[src/rtl/fwd_hazard_ctrl_pkg.sv]
// Shared definitions for the forwarding/hazard controller: bypass select codes,
// stall-reason encoding and default register-file geometry.
package fwd_hazard_ctrl_pkg;

  localparam int DEF_AW       = 5;
  localparam int DEF_NUM_REGS = 32;

  localparam logic [1:0] FWD_RF    = 2'b00;
  localparam logic [1:0] FWD_EXMEM = 2'b10;
  localparam logic [1:0] FWD_MEMWB = 2'b01;
  localparam logic [1:0] FWD_LL    = 2'b11;

  typedef enum logic [1:0] {
    RSN_IDLE,
    RSN_LOAD,
    RSN_SB,
    RSN_STRUCT
  } stall_rsn_e;

endpackage

[src/rtl/fwd_hazard_ctrl_ll_scoreboard.sv]
// Pending-writeback scoreboard for long-latency (mul/div) results: one bit per
// architectural register plus an outstanding count that drives the full flag.
module fwd_hazard_ctrl_ll_scoreboard
  import fwd_hazard_ctrl_pkg::*;
#(
  parameter int AW       = DEF_AW,
  parameter int NUM_REGS = DEF_NUM_REGS,
  parameter int MAX_LL   = 4
) (
  input  logic                clk,
  input  logic                rst_n,
  input  logic                issue,
  input  logic [AW-1:0]       issue_rd,
  input  logic                done,
  input  logic [AW-1:0]       done_rd,
  output logic [NUM_REGS-1:0] pending,
  output logic                full
);

  localparam int CW = $clog2(MAX_LL + 1);

  logic [NUM_REGS-1:0] pending_q;
  logic [NUM_REGS-1:0] pending_nxt;
  logic [CW-1:0]       count_q;
  logic                issue_ok;
  logic                done_ok;
  logic                inc;
  logic                dec;

  // Clear-then-set ordering keeps a same-register issue+done pending; the count
  // therefore always equals the number of set pending bits.
  always_comb begin
    issue_ok    = issue && (issue_rd != '0) && !full;
    done_ok     = done && pending_q[done_rd];
    inc         = issue_ok && !pending_q[issue_rd];
    dec         = done_ok && !(issue_ok && (issue_rd == done_rd));
    pending_nxt = pending_q;
    if (done_ok)  pending_nxt[done_rd]  = 1'b0;
    if (issue_ok) pending_nxt[issue_rd] = 1'b1;
  end

  always_ff @(posedge clk or negedge rst_n) begin
    if (!rst_n) begin
      pending_q <= '0;
      count_q   <= '0;
    end else begin
      pending_q <= pending_nxt;
      count_q   <= count_q + CW'(inc) - CW'(dec);
    end
  end

  assign pending = pending_q;
  assign full    = (count_q == CW'(MAX_LL));

endmodule

[src/rtl/fwd_hazard_ctrl.sv]
// Forwarding-select and hazard controller for the 5-stage pipeline: bypass mux
// selects for EX operands, load-use / scoreboard / structural stalls, stall counter.
module fwd_hazard_ctrl
  import fwd_hazard_ctrl_pkg::*;
#(
  parameter int NUM_SRC  = 2,
  parameter int AW       = DEF_AW,
  parameter int NUM_REGS = DEF_NUM_REGS,
  parameter int MAX_LL   = 4,
  parameter int CNT_W    = 16
) (
  input  logic                   clk,
  input  logic                   rst_n,
  input  logic [NUM_SRC*AW-1:0]  id_rs_i,
  input  logic [NUM_SRC-1:0]     id_rs_used_i,
  input  logic [AW-1:0]          id_rd_i,
  input  logic                   id_reg_write_i,
  input  logic                   id_valid_i,
  input  logic [NUM_SRC*AW-1:0]  ex_rs_i,
  input  logic [AW-1:0]          ex_rd_i,
  input  logic                   ex_reg_write_i,
  input  logic                   ex_mem_read_i,
  input  logic [AW-1:0]          mem_rd_i,
  input  logic                   mem_reg_write_i,
  input  logic [AW-1:0]          wb_rd_i,
  input  logic                   wb_reg_write_i,
  input  logic                   ll_issue_i,
  input  logic [AW-1:0]          ll_issue_rd_i,
  input  logic                   ll_done_i,
  input  logic [AW-1:0]          ll_done_rd_i,
  output logic [2*NUM_SRC-1:0]   fwd_sel_o,
  output logic                   stall_o,
  output logic                   bubble_o,
  output logic                   ll_full_o,
  output logic [CNT_W-1:0]       stall_cnt_o
);

  logic [NUM_REGS-1:0]  pending;
  logic                 ll_full;
  logic [2*NUM_SRC-1:0] fwd_sel;
  logic                 load_use;
  logic                 sb_raw;
  logic                 sb_waw;
  logic                 struct_haz;
  logic                 hazard;
  stall_rsn_e           cur_rsn;
  stall_rsn_e           rsn_q;
  stall_rsn_e           rsn_nxt;
  logic [CNT_W-1:0]     stall_cnt_q;
  logic                 unused_ex_reg_write;

  // Load-use detection keys on the load flag alone; the write flag is redundant for a load.
  assign unused_ex_reg_write = ex_reg_write_i;

  function automatic logic [CNT_W-1:0] sat_inc(input logic [CNT_W-1:0] v);
    return (&v) ? v : v + CNT_W'(1);
  endfunction

  fwd_hazard_ctrl_ll_scoreboard #(
    .AW       (AW),
    .NUM_REGS (NUM_REGS),
    .MAX_LL   (MAX_LL)
  ) u_sb (
    .clk      (clk),
    .rst_n    (rst_n),
    .issue    (ll_issue_i),
    .issue_rd (ll_issue_rd_i),
    .done     (ll_done_i),
    .done_rd  (ll_done_rd_i),
    .pending  (pending),
    .full     (ll_full)
  );

  always_comb begin
    fwd_sel = '0;
    for (int k = 0; k < NUM_SRC; k++) begin
      if (mem_reg_write_i && (mem_rd_i != '0) && (mem_rd_i == ex_rs_i[k*AW +: AW]))
        fwd_sel[2*k +: 2] = FWD_EXMEM;
      else if (wb_reg_write_i && (wb_rd_i != '0) && (wb_rd_i == ex_rs_i[k*AW +: AW]))
        fwd_sel[2*k +: 2] = FWD_MEMWB;
      else if (ll_done_i && (ll_done_rd_i != '0) && (ll_done_rd_i == ex_rs_i[k*AW +: AW]))
        fwd_sel[2*k +: 2] = FWD_LL;
    end
  end

  // A register whose LL result lands this cycle is released so ID can advance
  // and pick the value up through the LL bypass.
  always_comb begin
    load_use = 1'b0;
    sb_raw   = 1'b0;
    for (int k = 0; k < NUM_SRC; k++) begin
      if (id_rs_used_i[k]) begin
        if (ex_mem_read_i && (ex_rd_i != '0) && (ex_rd_i == id_rs_i[k*AW +: AW]))
          load_use = 1'b1;
        if (pending[id_rs_i[k*AW +: AW]] &&
            !(ll_done_i && (ll_done_rd_i == id_rs_i[k*AW +: AW])))
          sb_raw = 1'b1;
      end
    end
    sb_waw     = id_reg_write_i && pending[id_rd_i] &&
                 !(ll_done_i && (ll_done_rd_i == id_rd_i));
    struct_haz = ll_full && ll_issue_i;

    cur_rsn = RSN_IDLE;
    if (id_valid_i) begin
      if (load_use)              cur_rsn = RSN_LOAD;
      else if (sb_raw || sb_waw) cur_rsn = RSN_SB;
      else if (struct_haz)       cur_rsn = RSN_STRUCT;
    end
    hazard = (cur_rsn != RSN_IDLE);
  end

  always_comb begin
    rsn_nxt = RSN_IDLE;
    case (rsn_q)
      RSN_IDLE: rsn_nxt = cur_rsn;
      default:  if (hazard) rsn_nxt = cur_rsn;
    endcase
  end

  always_ff @(posedge clk or negedge rst_n) begin
    if (!rst_n) rsn_q <= RSN_IDLE;
    else        rsn_q <= rsn_nxt;
  end

  always_ff @(posedge clk or negedge rst_n) begin
    if (!rst_n)      stall_cnt_q <= '0;
    else if (hazard) stall_cnt_q <= sat_inc(stall_cnt_q);
  end

  // Combinational outputs are forced low while reset is held.
  assign fwd_sel_o   = rst_n ? fwd_sel : '0;
  assign stall_o     = rst_n && hazard;
  assign bubble_o    = rst_n && hazard;
  assign ll_full_o   = ll_full;
  assign stall_cnt_o = stall_cnt_q;

endmodule

[config.mk]
export PLATFORM = sky130hd
export DESIGN_NAME = fwd_hazard_ctrl
export DESIGN_NICKNAME = d
export VERILOG_FILES = /design/src/rtl/fwd_hazard_ctrl_pkg.sv /design/src/rtl/fwd_hazard_ctrl_ll_scoreboard.sv /design/src/rtl/fwd_hazard_ctrl.sv
export SDC_FILE = /design/constraint.sdc
export NUM_CORES = 1
export LEC_CHECK = 0
export ABC_AREA = 1
export BUFFER_PORTS_ARGS = -buffer_cell sky130_fd_sc_hd__buf_2
export CAP_MARGIN = 40
export CORE_MARGIN = 2
export CORE_UTILIZATION = 53
export CTS_CLUSTER_DIAMETER = 80
export DETAILED_ROUTE_END_ITERATION = 16
export PLACE_DENSITY_LB_ADDON = 0.05
export SLEW_MARGIN = 25
export SYNTH_ARGS = -nofsm -noshare
export SYNTH_HDL_FRONTEND = slang
export SYNTH_HIERARCHICAL = 1
export SYNTH_SLANG_ARGS = --single-unit
[constraint.sdc]
create_clock -name clk -period 2.05 [get_ports clk]
set_input_delay 0.41 -clock clk [delete_from_list [all_inputs] [get_ports clk]]
set_output_delay 0.41 -clock clk [all_outputs]
set_load 0.005 [all_outputs]
---- Yosys cells after proc, flatten, opt, wreduce, memory -nomap -nowiden ----
Index checks and enable logic that the tools add are counted.
cells by class
  add/subtract/negate cells ............... 3
  $lt $le $gt $ge ......................... 7
  equal/unequal tests ..................... 13
  multiplexer cells ....................... 35
  bitwise operators ....................... 4
  reductions and logical operators ........ 44
operators by type and width
  cell                                                                           number
  32-bit two-way mux                                                             2
  5-bit == test                                                                  12
  32-bit bitwise AND                                                             1
  32-bit NOT                                                                     1
  32-bit OR                                                                      1
  5-bit by 6-bit less-than comparator with 1-bit output (second input constant)  5
  1-bit logical AND                                                              29
  1-bit binary-select mux with 5-bit select                                      5
  5-bit nonzero test                                                             5
  2-bit two-way mux                                                              10
  16-bit by 1-bit adder with 16-bit output (second input constant)               1
  16-bit AND reduction                                                           1
  1-bit two-way mux                                                              15
  1-bit demux with 5-bit select                                                  2
  5-bit by 1-bit >= comparator with 1-bit output (second input constant)         2
  1-bit zero test                                                                6
  4-bit two-way mux                                                              1
  3-bit by 1-bit adder with 3-bit output                                         1
  3-bit == test (second input constant)                                          1
  3-bit by 1-bit subtractor with 3-bit output                                    1
  2-bit AND reduction                                                            1
  2-bit nonzero test                                                             1
  1-bit logical OR                                                               1
  1-bit NOT                                                                      1
word-level totals
  register bits ........................... 51
  input port bits ......................... 62
  output and inout bits ................... 23
  logic and storage cells ................. 109

---- Logic depth before layout (Yosys ltp) ----
  word-level depth ........................ 14
  depth in mapped cells ................... 19
  gate-level depth less buffers ........... 17

---- Cells and area by module ----
The synthesis kept the hierarchy.
by module, submodules not included
  module                         times used  cells each  area an instance (um^2)  sequential area each (um^2)
  fwd_hazard_ctrl                1           519         2927.8                   400.4
  fwd_hazard_ctrl_ll_scoreboard  1           403         2671.3                   875.8

---- Worst setup path after synthesis ----
No wires, ideal clock.
  path type ............................... input -> register
  start point ............................. input port ll_done_rd_i[0]
  end point ............................... register u_sb.count_q[2]
  library setup time ...................... 0.123 ns
  arrival ................................. 2.272 ns
  data required time ...................... 1.927 ns
  setup slack ............................. -0.345 ns
  stages on the path ...................... 19
  buffers on the path ..................... 2
  cell sequence ........................... buf_6 inv_2 buf_6 nand2_1 nand2_1 nand2_1 nand2_1 nand2_1 nand2_1 nor2_2 nand2_2 nand2_1 nor2_1 ha_1 inv_1 ha_1 inv_1 fa_1 xnor2_1
between the ends
  longest elaborated chain between the ends .. 5
  elaborated cells on any way between the ends .. 8
  classes of those cells .................. add/sub: 1; eq/ne: 1; mux: 2; reduce/logical: 4
RTL lines
  item                                                                                 line                                                                      source
  from (decl)                                                                          fwd_hazard_ctrl.sv:30                                                     input logic [AW-1:0] ll_done_rd_i,
  1-bit binary-select mux with 5-bit select / 5-bit == test (equally long branches)    fwd_hazard_ctrl_ll_scoreboard.sv:34, fwd_hazard_ctrl_ll_scoreboard.sv:36
  1-bit two-way mux (implied by the code) / 1-bit logical AND (equally long branches)  fwd_hazard_ctrl_ll_scoreboard.sv:34, fwd_hazard_ctrl_ll_scoreboard.sv:36
  1-bit logical AND / 1-bit zero test (equally long branches)                          fwd_hazard_ctrl_ll_scoreboard.sv:34, fwd_hazard_ctrl_ll_scoreboard.sv:36
  1-bit logical AND (*)                                                                fwd_hazard_ctrl_ll_scoreboard.sv:36                                       dec = done_ok && !(issue_ok && (issue_rd == done_rd));
  3-bit by 1-bit subtractor with 3-bit output (*)                                      fwd_hazard_ctrl_ll_scoreboard.sv:48                                       count_q <= count_q + CW'(inc) - CW'(dec);
  to (signal assigned)                                                                 fwd_hazard_ctrl_ll_scoreboard.sv:48
  to (decl)                                                                            fwd_hazard_ctrl_ll_scoreboard.sv:24                                       logic [CW-1:0] count_q;
Every way passes the cells marked *; elsewhere a longest branch is shown, timed or not. The select of a mux whose other input is x is not followed.
A chain may end at the register's enable or synchronous reset.

---- Final worst setup path ----
  start point ............................. register u_sb.count_q[2]
  end point ............................... register u_sb.count_q[1]
between the ends
  longest elaborated chain between the ends .. 7
  elaborated cells on any way between the ends .. 9
  classes of those cells .................. add/sub: 2; eq/ne: 1; reduce/logical: 6
RTL lines
  item                                                                            line                                 source
  3-bit == test (*)                                                               fwd_hazard_ctrl_ll_scoreboard.sv:53  assign full = (count_q == CW'(MAX_LL));
  1-bit zero test (*)                                                             fwd_hazard_ctrl_ll_scoreboard.sv:33  issue_ok = issue && (issue_rd != '0) && !full;
  1-bit logical AND (*)                                                           fwd_hazard_ctrl_ll_scoreboard.sv:33
  branches (longest 3 deep; another with 3-bit by 1-bit adder with 3-bit output)  -
  3-bit by 1-bit subtractor with 3-bit output (*)                                 fwd_hazard_ctrl_ll_scoreboard.sv:48
Mark *: on every way between the ends.

==> results.toml <==
[outcome]
outcome = "complete, but fails checks"
violations = "negative setup slack"

[yosys]
yosys.area_share.adder_pct = 1.03
yosys.area_share.xor_xnor_pct = 8.13
ys_top_cells_by_count = "356 x nand2_1, 101 x nand3_1, 88 x inv_1, 71 x nor2_1, 51 x dfrtp_1"
synth_top_area_share_pct = 23.9
post_synth.cell_area_avg_um2 = 6.07
synth_compound_area_share_pct = 6.73
synth.largest_area_cell = "nand2_1"
synth_warnings = 6
synth_area_leaders = "nand2_1 24%, dfrtp_1 23%, nand3_1 9.0%"
ys_seq_area_share_pct = 22.8
synthMuxAreaShare_pct = 0
syn_nets = 988
post-synth-top-count-cell = "nand2_1"
async_flop_share_pct = 100
synth_edf_count = 0
synthCells = 922
synthSimpleGateAreaFrac_pct = 50.1
syn_area_um2 = 5600
synth_cell_type_count = 37
synth_seq_cells = 51
synth_top_family_by_area = "simple AND/OR/NAND/NOR gates"
ys.flop_type = "dfrtp_1"

[die]
initial_utilization_pct = 54.5
die_y_um = 107
ios = 85
die_w_um = 107
rows = 37
die-area_um2 = 11400
core_um2 = 10300

[final_layout]
fill_cells = 873
regArea_um2 = 1290
fin_util_pct = 74.0
area_growth_pct = 35.9
instances_no_fill = 1260
nNetsFinal = 1188
drive_above_1_share_pct = 33.0
multi_input_area_um2 = 3960
final_area_um2 = 7610

[placement]
placed_area_um2 = 6920
io_buffers = 83
pre_cts_ws_ps = -581
place_congestion = 1.01
dp_cells = 1222
hpwl_um = 14700

[timing]
rsz0062_at_grt = "yes"
setup_ws_ps = -273
slew-limit-headroom_pct = 55.6
finClkSkew_ps = 12.5
finalMaxSlewViolations = 0
finalCritPeriodShare_pct = 113
fmax_mhz = 430
setup_violations = 6
worst_pin_slew_ps = 666
hold_slack_ps = 263
fin_tns_setup_ps = -986
min_period_ps = 2320
finalHoldViolations = 0

[worst_setup_path]
crit_chain = "nand3_1 -> nand2_1 -> a21oi_2 -> inv_1 -> a21oi_1 -> nand3_2 -> ha_4 -> inv_2 -> ha_4 -> inv_2 -> fa_2 -> inv_2"
cpPeakStageDelay_ps = 560
crit_type = "reg -> reg"
arrival_ps = 2560
crit_required_ps = 2280
cp-start-kind = "flop"
worst_path_max_delay_cell = "fa_2"
cp_max_fo = 2
cp_common_cell = "inv_2"
cp-end-kind = "flop"

[cts]
clk_latency_ps = 330
cts_root_buf = "clkbuf_8"
ctsHoldBuffers = 0
clk_pin_slew_ps = 100
cts_buffers = 5
cts_num_sinks = 51
clockBufferDepth = 2
htree_levels = 2
cts_tree = "built"

[routing]
postRouteAntennaNets = 0
drcViolationCount = 0
dr.first_iter.drc_count = 655
wirelength_um = 19900
wl_met3_um = 1960
wl_met2_um = 8990
top_layer = "met4"
vias = 6993
wl_met1_um = 8380
vias_per_cell = 5.55
dr.pass1.iters = 7
wire_per_inst_um = 15.8

[global_route]
grt_pass1_vias = 6403
grt-ovfl-total = 0
grt_max_degree = 52
grtUsageTotal_pct = 35.2
grt_pass1_wl_um = 32100
antenna_found_initial = 1

[power_and_ir_drop]
leakage_nw = 4.07
ir_drop_mv = 0.597
p_per_area_nw_per_um2 = 385
p_total_mw = 2.93

[worst_hold_path]
hold_path.class = "in -> async"

[job]
cap_viol_max_count = 0
-- state kept, by name, indices dropped and copies added, names as in the netlist --
| name | flops |
|---|---|
| stall_cnt_o | 16 |
| u_sb/count_q | 3 |
| u_sb/pending | 32 |
-- critical path, delay by kind of cell, from the launching register on --
kind                     cells  cell delay (ps)
flip-flops                   1              400
AO/OA/AOI/OAI                2              320
adder cells (fa/ha/maj)      3              940
buffers and inverters        4              200
AND/OR/NAND/NOR              3              380
-- worst paths after layout --
check	start	end	slack, ps	cells after the start
max in group asynchronous	rst_n	u_sb/pending[10]$_DFF_PN0_	1310	2
min reg2reg	stall_cnt_o[6]$_DFFE_PN0P_	stall_cnt_o[6]$_DFFE_PN0P_	540	2
max reg2reg	u_sb/count_q[2]$_DFF_PN0_	u_sb/count_q[1]$_DFF_PN0_	-270	12
min	rst_n	stall_cnt_o[12]$_DFFE_PN0P_	260	2
min in group clk	id_valid_i	stall_cnt_o[12]$_DFFE_PN0P_	450	3
max	u_sb/count_q[2]$_DFF_PN0_	u_sb/count_q[1]$_DFF_PN0_	-270	12
-- layout make-up --
cell class / count / share of cell area, %
multi-input combinational: 737 / 52.1
tap: 136 / 2.24
antenna: 1 / 0.0329
inverter: 98 / 4.97
timing repair buffer: 229 / 22.0
clock inverter: 2 / 0.789
sequential: 51 / 16.9
clock buffer: 6 / 0.954
-- where the power goes --
part	switching, mW	internal [mW]
sequential	0.0507	1.04
combinational	0.566	0.408
clock	0.375	0.488
-- metal layers --
layer,GRT usage [%],vias up
met5,0,-
met4,10.9,0
met3,5.59,54
met2,54.4,353
met1,50.6,3211
li1,-,3375
-- layout by cell type (no fill, tap or decap), drive strengths merged --
master,Yosys,layout
or4,2,2
inv,96,96
a21boi,1,1
nor3,28,28
or2,1,1
o22ai,16,16
dfrtp,51,51
clkinv,2,2
nand2,358,358
bufinv,0,2
xor2,36,36
nand4,25,25
a21oi,9,9
fa,1,1
o211ai,7,7
and3,1,1
nand3,132,133
nor2,73,73
nor4,1,1
a22oi,14,14
ha,3,3
diode,0,1
buf,33,229
a221oi,1,1
clkbuf,4,6
o31ai,1,1
o21ai,10,10
xnor2,16,16
-- kinds of logic after synthesis --
kind of cell             Yosys count
adder cells (fa/ha/maj)            4
XOR/XNOR                          52
buffers and inverters            135
AND/OR/NAND/NOR                  621
AO/OA/AOI/OAI                     59
flip-flops                        51
-- timing repair --
item | CTS | global route
endpoints found under the setup margin | 8 | 24
buffers inserted | 24 | 5
pin swaps | 17 | 41
endpoints found under the hold margin | 0 | 0
resized for setup | 31 | 82
cloned | 0 | 1
Power figures use the tool's default switching activity.
